==> src/rtl/set_job_sched.sv <==
// Round-robin scheduler sharing one SET candidate-counting engine between two
// requesters; results come back tagged with the requester ID, with timeout and mode-3 rejection.
module set_job_sched #(
    parameter int unsigned TIMEOUT = 256
) (
    input  logic        clk,
    input  logic        rst,
    input  logic        req0,
    input  logic        req1,
    input  logic [23:0] central0,
    input  logic [23:0] central1,
    input  logic [11:0] radius0,
    input  logic [11:0] radius1,
    input  logic [1:0]  mode0,
    input  logic [1:0]  mode1,
    output logic        ack0,
    output logic        ack1,
    input  logic        eng_busy,
    output logic        eng_en,
    output logic [23:0] eng_central,
    output logic [11:0] eng_radius,
    output logic [1:0]  eng_mode,
    input  logic        eng_valid,
    input  logic [7:0]  eng_candidate,
    output logic        rsp_valid,
    output logic        rsp_id,
    output logic        rsp_err,
    output logic [7:0]  rsp_candidate,
    output logic [7:0]  err_cnt
);

    localparam int unsigned CW = $clog2(TIMEOUT + 1);
    localparam logic [CW-1:0] CNT_LAST = CW'(TIMEOUT - 1);
    localparam logic [1:0] MODE_REJECT = 2'd3;

    localparam logic [1:0] S_IDLE  = 2'd0;
    localparam logic [1:0] S_ISSUE = 2'd1;
    localparam logic [1:0] S_WAIT  = 2'd2;
    localparam logic [1:0] S_RESP  = 2'd3;

    logic [1:0]    state;
    logic          cur_id;
    logic          last_id;
    logic [CW-1:0] cnt;

    logic          grant;
    logic          grant_id;
    logic [23:0]   sel_central;
    logic [11:0]   sel_radius;
    logic [1:0]    sel_mode;

    // With both requesting, the one not served last wins; otherwise the sole requester.
    always_comb begin
        grant    = (state == S_IDLE) && (req0 || req1) && !eng_busy;
        grant_id = (req0 && req1) ? ~last_id : req1;
        if (grant_id) begin
            sel_central = central1;
            sel_radius  = radius1;
            sel_mode    = mode1;
        end else begin
            sel_central = central0;
            sel_radius  = radius0;
            sel_mode    = mode0;
        end
    end

    always_ff @(posedge clk) begin
        if (rst) begin
            state         <= S_IDLE;
            cur_id        <= 1'b0;
            last_id       <= 1'b1;
            cnt           <= '0;
            ack0          <= 1'b0;
            ack1          <= 1'b0;
            eng_en        <= 1'b0;
            eng_central   <= '0;
            eng_radius    <= '0;
            eng_mode      <= '0;
            rsp_valid     <= 1'b0;
            rsp_id        <= 1'b0;
            rsp_err       <= 1'b0;
            rsp_candidate <= '0;
            err_cnt       <= '0;
        end else begin
            ack0      <= 1'b0;
            ack1      <= 1'b0;
            eng_en    <= 1'b0;
            rsp_valid <= 1'b0;
            case (state)
                S_IDLE: begin
                    if (grant) begin
                        eng_central <= sel_central;
                        eng_radius  <= sel_radius;
                        eng_mode    <= sel_mode;
                        cur_id      <= grant_id;
                        last_id     <= grant_id;
                        ack0        <= ~grant_id;
                        ack1        <= grant_id;
                        // Strobe registered here so it lines up with the ack in ISSUE.
                        eng_en      <= (sel_mode != MODE_REJECT);
                        state       <= S_ISSUE;
                    end
                end
                S_ISSUE: begin
                    if (eng_mode != MODE_REJECT) begin
                        cnt   <= '0;
                        state <= S_WAIT;
                    end else begin
                        rsp_valid     <= 1'b1;
                        rsp_id        <= cur_id;
                        rsp_err       <= 1'b1;
                        rsp_candidate <= '0;
                        state         <= S_RESP;
                    end
                end
                S_WAIT: begin
                    if (eng_valid) begin
                        rsp_valid     <= 1'b1;
                        rsp_id        <= cur_id;
                        rsp_err       <= 1'b0;
                        rsp_candidate <= eng_candidate;
                        state         <= S_RESP;
                    end else if (cnt == CNT_LAST) begin
                        cnt           <= cnt + CW'(1);
                        rsp_valid     <= 1'b1;
                        rsp_id        <= cur_id;
                        rsp_err       <= 1'b1;
                        rsp_candidate <= '0;
                        state         <= S_RESP;
                    end else begin
                        cnt <= cnt + CW'(1);
                    end
                end
                S_RESP: begin
                    if (rsp_err && (err_cnt != 8'hFF)) begin
                        err_cnt <= err_cnt + 8'd1;
                    end
                    rsp_id        <= 1'b0;
                    rsp_err       <= 1'b0;
                    rsp_candidate <= '0;
                    state         <= S_IDLE;
                end
                default: state <= S_IDLE;
            endcase
        end
    end

endmodule

==> config.mk <==
export PLATFORM = sky130hd
export DESIGN_NAME = set_job_sched
export DESIGN_NICKNAME = d
export VERILOG_FILES = /design/src/rtl/set_job_sched.sv
export SDC_FILE = /design/constraint.sdc
export NUM_CORES = 1
export LEC_CHECK = 0
export CAP_MARGIN = 25
export CELL_PAD_IN_SITES_DETAIL_PLACEMENT = 1
export CELL_PAD_IN_SITES_GLOBAL_PLACEMENT = 2
export CORE_UTILIZATION = 20
export CTS_CLUSTER_DIAMETER = 100
export CTS_CLUSTER_SIZE = 10
export DETAILED_ROUTE_END_ITERATION = 8
export GPL_TIMING_DRIVEN = 0
export PLACE_DENSITY = 0.73
export SETUP_SLACK_MARGIN = 0.3
export SLEW_MARGIN = 10
export SYNTH_ARGS = -nofsm -noshare
export SYNTH_HDL_FRONTEND = slang
export SYNTH_SLANG_ARGS = --single-unit
==> constraint.sdc <==
create_clock -name clk -period 1.6 [get_ports clk]
set_input_delay 0.32 -clock clk [delete_from_list [all_inputs] [get_ports clk]]
set_output_delay 0.32 -clock clk [all_outputs]
set_load 0.02 [all_outputs]
==> results of run 1 <==
[final timing paths]
| check | to | cells past startpoint | start | slack, ns |
|---|---|---|---|---|
| max | rsp_candidate[1]$_SDFFE_PP0P_ | 9 | cnt[3]$_SDFFE_PP0P_ | -0.21 |
| min | cur_id$_SDFFE_PP0P_ | 2 | cur_id$_SDFFE_PP0P_ | 0.47 |
| max reg2reg | rsp_candidate[1]$_SDFFE_PP0P_ | 9 | cnt[3]$_SDFFE_PP0P_ | -0.21 |
| min reg2reg | cur_id$_SDFFE_PP0P_ | 2 | cur_id$_SDFFE_PP0P_ | 0.47 |
[cell type report]
type	count	area, sq um
Multi-Input combinational cell	290	2280
Clock inverter	3	16.3
Timing Repair Buffer	204	2050
Clock buffer	13	250
Sequential cell	73	1490
Fill cell	1860	9340
Tap cell	216	270
Inverter	8	37.5
Buffer	29	260
[cells by family (layout without fill, tap and decap cells)]
logic type	count (synthesis)	count (layout)
multiplexers	11	11
adder cells (fa/ha/maj)	8	8
buffers and inverters	37	257
AO/OA/AOI/OAI	74	74
AND/OR/NAND/NOR	190	190
XOR/XNOR	7	7
flip-flops	73	73
[power by group]
part           internal (mW)  switching, mW  total [mW]
logic                   2.40           2.11        4.51
clock network           1.09          0.792        1.88
registers               2.17          0.272        2.44
total                   5.66           3.17        8.83
[per-layer routing]
| layer | wire length, um | track usage | share of wire | vias up |
|---|---|---|---|---|
| met2 | 6840 | 0.276 | 0.50 | 104 |
| met4 | 167 | 0.0494 | 0.012 | 0 |
| met1 | 5620 | 0.183 | 0.41 | 1786 |
| li1 | - | - | - | 1838 |
| met5 | 0 | 0 | 0 | - |
| met3 | 1050 | 0.0578 | 0.077 | 13 |
[per-stage QoR]
stage                     instances  total power [mW]  cell area [sq um]
final                           836              8.83               6660
after global routing            836              9.30               6660
after CTS                       825              8.59               6450
after detailed placement        765              5.45               5290
after global placement          765              5.38               5290
after floorplan                 400              4.21               3530
[cells in the mapped netlist (2+ instances only)]
cell	count
nand2_1	88
dfxtp_1	73
nor2_1	64
a311oi_1	39
a21oi_1	15
clkbuf_1	14
buf_2	12
mux2i_1	11
and3_1	9
ha_1	8
inv_1	8
o21ai_0	8
xnor2_1	7
or3_1	5
nand2b_1	3
nand3_1	3
a211oi_1	2
and2_1	2
buf_6	2
nand3b_1	2
nand4_1	2
nor3_1	2
nor3b_2	2
[state kept, by name, summed over array words and instances, names as in the netlist]
register / cells
ack0: 1
ack1: 1
cnt: 9
cur_id: 1
eng_central: 24
eng_en: 1
eng_mode: 2
eng_radius: 12
err_cnt: 8
last_id: 1
rsp_candidate: 8
rsp_err: 1
rsp_id: 1
rsp_valid: 1
state: 2
[worst max-delay path, delay by kind of cell, from the launching register on]
family,cells,cell delay [ns]
adders and majority gates,1,0.16
AOI/OAI and AO/OA,1,0.22
DFF,1,0.33
buffers and inverters,1,0.17
and+or+nand+nor,5,0.61
muxes,1,0.19
[timing repair]
action	4_1_cts	5_1_grt
gates cloned	7	1
setup buffers	37	10
setup endpoints to repair	133	95
resized for setup	301	78
pin swaps	30	41
endpoints found under the hold margin	0	0
==> run summary, run 1 <==
run status - complete, but fails checks
failing checks - negative setup slack
DP Worst Slack - -0.519 ns
Compound-Gate Fraction of Synth Area - 0.170
synth warn - 0
# port buffers - 149
Final Hold Vio Count - 0
global route overflow - 0
Via Count - 3741
Reg clk slew, reported paths - 0.06 ns
post-synth top area share - 0.442
diodes inserted - 0
Die Ht - 131 um
largest family of logic cells by synthesized area - simple AND/OR/NAND/NOR gates
cell area after synthesis - 3300 sq um
routability cong. - 0.725
DR pass1 iterations - 4
CTS tree - built
via density per instance - 4.47
H-tree levels - 3
Crit path required time - 1.82 ns
DP HPWL - 9.05 mm
Startpoint Class - register
sequential fraction of the synthesis area - 0.442
#FFs+latches synth - 73
Yosys cell types - 42
die footprint - 17000 sq um
worst hold path class - reg -> reg
antenna viol nets, final - 0
Worst Setup Slack, final - -0.207 ns
final setup fails - 59
Clock Latency Late Sink - 0.33 ns
area delta synth->final - 102%
critical path class - reg -> reg
largest stage delay on the critical path - 0.33 ns
Tmin final - 1.81 ns
post-cts hold buffer count - 0
drt wl/cell - 16.4 um
drt drc - 0
max frequency - 554 MHz
starting density of the core - 0.207
mux contribution to synthesized area - 0.0333
critical path endpoint category - register
Setup TNS - -6.48 ns
EDFF count, synth - 0
total core area - 16000 sq um
number of core rows - 46
Worst Max-Slew Pin Slew - 0.456 ns
initial antenna violation count - 0
Max-cap violations - 0
fin crit share - 1.13
Total GRT Usage - 0.160
first-pass GRT wire length - 20.6 mm
skew final - 0.00589 ns
CTS buffer count - 9
PD cells - 1330 nW/um^2
clk sinks - 73
CP max stage cell - dfxtp_2
Leakage - 2.54 nW
fin. max-slew vios - 0
clock root cell - clkbuf_16
worst-path fanout max - 5
Synth Area in Adders - 0.0303
commonest non-fill, non-tap cells in the layout - clkdlybuf4s50_1 (89), nand2_1 (84), dfxtp_1 (57)
Longest Clk Path Bufs - 2
first-iteration detailed-routing DRC count - 70
crit-path cells - nand4_1 > or2_4 > nor2_4 > ha_4 > nor3b_4 > a21oi_2 > buf_6 > mux2i_1 > nor2_1
peak supply drop - 0.000587 V
Util after Layout - 0.416
Synth area leader - dfxtp_1
chip width - 131 um
detailed-route wire length - 13.7 mm
largest net degree at the start of global routing - 13
Nets - 713
worst hold slack - 0.473 ns
I/O pin count - 150
most common cell after layout, fill and taps aside - clkdlybuf4s50_1
fraction of registers with async set/reset - 0
Mapped Avg Cell Area - 8.26 sq um
Post-Synthesis Cells - 400
Mapped Nets - 498
layout cells sized above 1 - 0.442
unrepaired setup endpoints after global routing - true
Synth Area in Simple Gates - 0.253
Synth area leaders - dfxtp_1 (44%), a311oi_1 (10%), nand2_1 (10%), nor2_1 (7.3%), mux2i_1 (3.3%)
XOR/XNOR Fraction of Synth Area - 0.0186
vias in the first global route - 3975
Critical Path AT - 2.03 ns
Post-synth top flop - dfxtp_1
Slew headroom - 0.696
Note: power is estimated with default switching activity, not from simulation.
==> run 2, diff against run 1 <==
--- a/config.mk
+++ b/config.mk
@@ -5,15 +5,16 @@
 export SDC_FILE = /design/constraint.sdc
 export NUM_CORES = 1
 export LEC_CHECK = 0
+export ABC_AREA = 1
 export CAP_MARGIN = 25
 export CELL_PAD_IN_SITES_DETAIL_PLACEMENT = 1
 export CELL_PAD_IN_SITES_GLOBAL_PLACEMENT = 2
-export CORE_UTILIZATION = 20
+export CORE_UTILIZATION = 21
 export CTS_CLUSTER_DIAMETER = 100
 export CTS_CLUSTER_SIZE = 10
 export DETAILED_ROUTE_END_ITERATION = 8
 export GPL_TIMING_DRIVEN = 0
-export PLACE_DENSITY = 0.73
+export PLACE_DENSITY = 0.78
 export SETUP_SLACK_MARGIN = 0.3
 export SLEW_MARGIN = 10
 export SYNTH_ARGS = -nofsm -noshare
==> constraint.sdc (replaced) <==
create_clock -name clk -period 1.8 [get_ports clk]
set_input_delay 0.36 -clock clk [delete_from_list [all_inputs] [get_ports clk]]
set_output_delay 0.36 -clock clk [all_outputs]
set_load 0.02 [all_outputs]
==> run summary, run 2 <==
CTS buffer count - 9
skew final - 0.00645 ns
vias in the first global route - 3988
PD cells - 1060 nW/um^2
Design Power - 6.53 mW
placed cell area - 4930 sq um
critical path class - reg -> reg
max frequency - 586 MHz
multi-input combinational cell area - 1960 sq um
Largest delay share family, worst path - simple AND/OR/NAND/NOR gates
chip width - 125 um
Total GRT Usage - 0.160
Worst Setup Slack, final - 0.0938 ns
via density per instance - 4.49
final setup fails - 0
Startpoint Class - register
clock root cell - clkbuf_16
I/O pin count - 150
Post-synth top flop - dfxtp_1
clk sinks - 73
number of fill cells - 1780
H-tree levels - 3
Synth area leaders - dfxtp_1 (46%), nand2_1 (19%), nand3_1 (5.6%), nor2_1 (4.1%), o21ai_0 (4.1%)
most flop-heavy register - eng_central
routability cong. - 0.742
Leakage - 2.86 nW
Setup TNS - 0 ns
Nets - 758
failing checks - design-rule violations
crit path launch - cnt[3]$_SDFFE_PP0P_
worst-path fanout max - 5
Compound-Gate Fraction of Synth Area - 0.123
hold wc startpoint - rsp_candidate[7]$_SDFFE_PP0P_
met3 Track Usage GR - 0.0561
DP HPWL - 8.53 mm
CP max stage cell - dfxtp_2
Mapped Nets - 548
starting density of the core - 0.218
FF+latch area - 1480 sq um
initial antenna violation count - 0
Max-cap violations - 0
Critical Path AT - 1.94 ns
Synth Area in Adders - 0.0313
# port buffers - 149
post-cts hold buffer count - 0
layout cells sized above 1 - 0.289
crit-path cells - nand2_2 > inv_2 > nand2_4 > nor4_4 > ha_2 > nor2_2 > inv_2 > nand2_4 > buf_8 > o21ai_2 > nor2_1
area delta synth->final - 92.3%
most frequent cells after synthesis - nand2_1 (163), dfxtp_1 (73), nand3_1 (36), nor2_1 (35), inv_1 (28)
commonest non-fill, non-tap cells in the layout - nand2_1 (122), clkdlybuf4s50_1 (87), dfxtp_1 (65)
Reg2Reg Setup Slack - 0.09 ns
DP Worst Slack - -0.325 ns
fraction of registers with async set/reset - 0
global route overflow - 0
Tmin final - 1.71 ns
largest stage delay on the critical path - 0.34 ns
drt drc - 8
Util after Layout - 0.418
FF-to-FF End - rsp_err$_SDFFE_PP0P_
fin. max-slew vios - 0
Slew headroom - 0.622
Via Count - 3809
Levels on crit path - 11
Synth Area in Simple Gates - 0.313
fin crit share - 0.948
max reg flops - 24
number of core rows - 44
drt wl/cell - 14.9 um
unrepaired setup endpoints after global routing - true
largest family of logic cells by synthesized area - simple AND/OR/NAND/NOR gates
sequential fraction of the synthesis area - 0.457
EDFF count, synth - 0
synth warn - 0
cell area after synthesis - 3200 sq um
post-synth top area share - 0.457
largest net degree at the start of global routing - 12
die footprint - 15700 sq um
mux contribution to synthesized area - 0
first-pass GRT wire length - 19.9 mm
Largest regs - eng_central (24), eng_radius (12), cnt (9)
peak supply drop - 0.000493 V
Longest Clk Path Bufs - 2
GR Util met1 - 0.181
Post-Synthesis Cells - 450
Synth area leader - dfxtp_1
run status - complete, but fails checks
Die Ht - 125 um
placed cell count - 783
Worst Max-Slew Pin Slew - 0.567 ns
first-iteration detailed-routing DRC count - 116
worst hold path class - reg -> reg
#FFs+latches synth - 73
WP buf/inv - 3
Final Hold Vio Count - 0
busiest grt layer - met2
Mapped Avg Cell Area - 7.11 sq um
Clock Latency Late Sink - 0.34 ns
CTS tree - built
XOR/XNOR Fraction of Synth Area - 0.00548
R2R depth - 11
detailed-route wire length - 12.7 mm
DR pass1 iterations - 6
Layout Cells excl Fill - 849
most frequent cell after synthesis - nand2_1
total core area - 14700 sq um
diodes inserted - 0
Setup crit end - rsp_err$_SDFFE_PP0P_
met2 usage - 0.283
r2r startpoint - cnt[3]$_SDFFE_PP0P_
Reg clk slew, reported paths - 0.06 ns
Yosys cell types - 29
fin area - 6150 sq um
most common cell after layout, fill and taps aside - nand2_1
antenna viol nets, final - 0
Crit path required time - 2.04 ns
critical path endpoint category - register
worst hold slack - 0.465 ns
-- run 2: changes by cell type after synthesis, moves of 6 or more --
cell      change
o21ai_0      +18
a21oi_1       +6
nand3_1      +33
a31oi_1      +16
clkbuf_1      -9
nand2_1      +75
and3_1        -9
a311oi_1     -39
xnor2_1       -7
inv_1        +20
mux2i_1      -11
nor2_1       -29
-- run 2: cell type report --
cell class,count,share of cell area
Buffer,18,0.0283
Clock buffer,14,0.0429
Clock inverter,2,0.00977
Inverter,32,0.0232
Multi-Input combinational cell,327,0.318
Sequential cell,73,0.240
Tap cell,184,0.0374
Timing Repair Buffer,198,0.299
Timing Repair inverter,1,0.00102
-- run 2: worst min-delay path by stage --
| stage | slack, ns | end | depth (start not counted) |
|---|---|---|---|
| after detailed placement | 0.46 | rsp_candidate[4]$_SDFFE_PP0P_ | 2 |
| after floorplan | 0.43 | cur_id$_SDFFE_PP0P_ | 2 |
| after global placement | 0.45 | rsp_candidate[4]$_SDFFE_PP0P_ | 2 |
| after CTS | 0.47 | rsp_candidate[0]$_SDFFE_PP0P_ | 2 |
| final | 0.47 | rsp_candidate[7]$_SDFFE_PP0P_ | 2 |
| after global routing | 0.48 | rsp_candidate[2]$_SDFFE_PP0P_ | 2 |
-- run 2: cells by family after synthesis --
family,after synthesis
XOR/XNOR,2
flip-flops,73
AND/OR/NAND/NOR,246
AO/OA/AOI/OAI,71
adder cells (fa/ha/maj),8
buffers and inverters,50
-- run 2: power by group --
part	internal, mW	leakage, nW	switching [mW]
Clock	1.29	0.157	0.702
Sequential	1.87	0.600	0.176
Combinational	1.14	2.10	1.35
Total	4.30	2.86	2.23
-- run 2: routing by layer --
metal  vias to the layer above  wire [um]
met2                        96       6380
li1                       1874          -
met5                         -          0
met1                      1828       5370
met3                        11        807
met4                         0        122
-- run 2: repair_timing --
item                                    in CTS  in global routing
buffers inserted                            28                 16
resized for setup                          161                 95
cloned                                       4                  2
pin swaps                                   29                 26
endpoints found under the setup margin     132                 72
-- run 2: worst min-delay path, cell delays in order (launching register included) --
cell and delay, ns:
dfxtp_1 0.31, nand2_2 0.06, a21oi_1 0.05
==> run 3, diff against run 2 <==
--- a/config.mk
+++ b/config.mk
@@ -13,7 +13,6 @@
 export CTS_CLUSTER_DIAMETER = 100
 export CTS_CLUSTER_SIZE = 10
 export DETAILED_ROUTE_END_ITERATION = 8
-export GPL_TIMING_DRIVEN = 0
 export PLACE_DENSITY = 0.78
 export SETUP_SLACK_MARGIN = 0.3
 export SLEW_MARGIN = 10
==> run summary, run 3 (same netlist as run 2, synthesis figures left out) <==
run status - complete, but fails checks
failing checks - design-rule violations
Total GRT Usage - 0.163
peak supply drop - 0.000588 V
Die Ht - 125 um
starting density of the core - 0.218
Largest regs - eng_central (24), eng_radius (12), cnt (9)
first-iteration detailed-routing DRC count - 111
Int Pwr - 4.30 mW
drt drc - 8
area delta synth->final - 92.1%
DR pass1 iterations - 6
Setup TNS - 0 ns
Critical Path AT - 1.93 ns
Hold Path End - rsp_candidate[7]$_SDFFE_PP0P_
Worst Setup Slack, final - 0.0984 ns
chip width - 125 um
global route overflow - 0
die footprint - 15700 sq um
drt wl/cell - 15.5 um
Clock Power Share - 0.293
Net Switching - 2.36 mW
hold wc startpoint - rsp_candidate[7]$_SDFFE_PP0P_
skew final - 0.00763 ns
Seq pwr share - 0.306
CP max stage cell - dfxtp_2
layout cells sized above 1 - 0.281
worst-path fanout max - 5
Sw Ratio - 0.354
routability cong. - 0.763
# port buffers - 149
Design Power - 6.66 mW
critical path class - reg -> reg
unrepaired setup endpoints after global routing - true
Final Hold Vio Count - 0
WHS Path Cells - 2
R2R depth - 11
DP HPWL - 8.23 mm
H-tree levels - 3
most common cell after layout, fill and taps aside - nand2_1
total core area - 14700 sq um
crit-path cells - nand2_2 > inv_2 > nand2_4 > nor4_4 > ha_2 > nor2_2 > inv_2 > nand2_8 > buf_6 > nand2_2 > a21oi_2
FF-to-FF End - rsp_candidate[1]$_SDFFE_PP0P_
max frequency - 588 MHz
I/O pin count - 150
first-pass GRT wire length - 20.1 mm
via density per instance - 4.49
initial antenna violation count - 0
Via Count - 3771
fin. max-slew vios - 0
largest net degree at the start of global routing - 35
Reg2Reg Setup Slack - 0.1 ns
clock root cell - clkbuf_16
Leakage - 2.79 nW
r2r startpoint - cnt[3]$_SDFFE_PP0P_
Reg clk slew, reported paths - 0.06 ns
Slew headroom - 0.686
number of fill cells - 1755
combinational power share - 0.400
Levels on crit path - 11
Startpoint Class - register
worst hold path class - reg -> reg
detailed-route wire length - 13.0 mm
CTS tree - built
Max-cap violations - 0
Tmin final - 1.70 ns
max reg flops - 24
clk sinks - 73
largest stage delay on the critical path - 0.35 ns
Crit path required time - 2.02 ns
diodes inserted - 0
DP Worst Slack - -0.133 ns
fin crit share - 0.945
final setup fails - 0
antenna viol nets, final - 0
Longest Clk Path Bufs - 2
critical path endpoint category - register
most flop-heavy register - eng_central
commonest non-fill, non-tap cells in the layout - nand2_1 (126), clkdlybuf4s50_1 (88), dfxtp_1 (65)
Nets - 748
PD cells - 1080 nW/um^2
Clock Latency Late Sink - 0.34 ns
Largest delay share family, worst path - simple AND/OR/NAND/NOR gates
post-cts hold buffer count - 0
number of core rows - 44
WP buf/inv - 3
Worst Max-Slew Pin Slew - 0.470 ns
CTS buffer count - 9
vias in the first global route - 3996
-- run 3: cell count changes in the layout (fill, tap and decap cells not counted), moves of 4 or more --
cell     change
nand2_2      -4
o21ai_0      +5
buf_4        -7
o21ai_1      -5
nand2_1      +4
-- run 3: power groups by stage --
stage / clock network [mW] / logic (mW) / registers, mW
floorplan: 0 / 0.719 / 2.27
global placement: 0 / 1.86 / 2.04
detailed placement: 0 / 1.90 / 2.04
CTS: 2.01 / 2.25 / 2.03
global route: 2.09 / 2.86 / 2.07
finish: 1.95 / 2.66 / 2.04
-- run 3: layout make-up --
type                            count  area [sq um]  area share
Sequential cell                    73          1480       0.241
Multi-Input combinational cell    327          1980       0.323
Tap cell                          184           230      0.0375
Timing Repair Buffer              203          1960       0.319
Clock buffer                       10           229      0.0373
Inverter                           32           140      0.0228
Clock inverter                      6          90.1      0.0147
Timing Repair inverter              4          35.0     0.00570
-- run 3: how the worst max path moves through the flow --
| stage | from | endpoint | slack, ns |
|---|---|---|---|
| 6_report | cnt[3]$_SDFFE_PP0P_ | rsp_candidate[1]$_SDFFE_PP0P_ | 0.1 |
| 2_1_floorplan | state[0]$_SDFFE_PP0P_ | cnt[4]$_SDFFE_PP0P_ | 0.30 |
| 4_1_cts | cnt[3]$_SDFFE_PP0P_ | rsp_candidate[2]$_SDFFE_PP0P_ | 0.15 |
| 3_5_place_dp | req1 | eng_central[18]$_SDFFE_PP0P_ | -0.13 |
| 5_1_grt | cnt[3]$_SDFFE_PP0P_ | rsp_candidate[0]$_SDFFE_PP0P_ | -0.02 |
| 3_3_place_gp | req1 | eng_central[18]$_SDFFE_PP0P_ | -0.04 |
-- run 3: timing repair --
action | in CTS | in global routing
cloned | 7 | 2
pin swaps | 36 | 18
resized for setup | 173 | 64
buffers inserted | 22 | 8
endpoints found under the setup margin | 128 | 64
-- run 3: worst reg2reg max path: stages, from the launching register on --
cell	delay (ns)
dfxtp_2	0.35
nand2_2	0.06
inv_2	0.08
nand2_4	0.05
nor4_4	0.28
ha_2	0.24
nor2_2	0.04
inv_2	0.12
nand2_8	0.10
buf_6	0.15
nand2_2	0.06
a21oi_2	0.05
-- run 3: metrics by stage --
stage                     area, sq um  std cells  hold WS (ns)   util
after detailed placement         5000        784         0.460  0.340
after floorplan                  3210        450         0.427      -
after CTS                        5860        829         0.466  0.399
after global routing             6140        839         0.481  0.418
final                            6140        839         0.462  0.418
after global placement           5000        784         0.453  0.340
-- run 3: per-layer routing --
layer,up-vias,share of wire,global-route usage
li1,1864,-,-
met3,17,0.052,0.0419
met1,1778,0.43,0.188
met5,-,0,0
met4,0,0.017,0.0581
met2,112,0.50,0.289
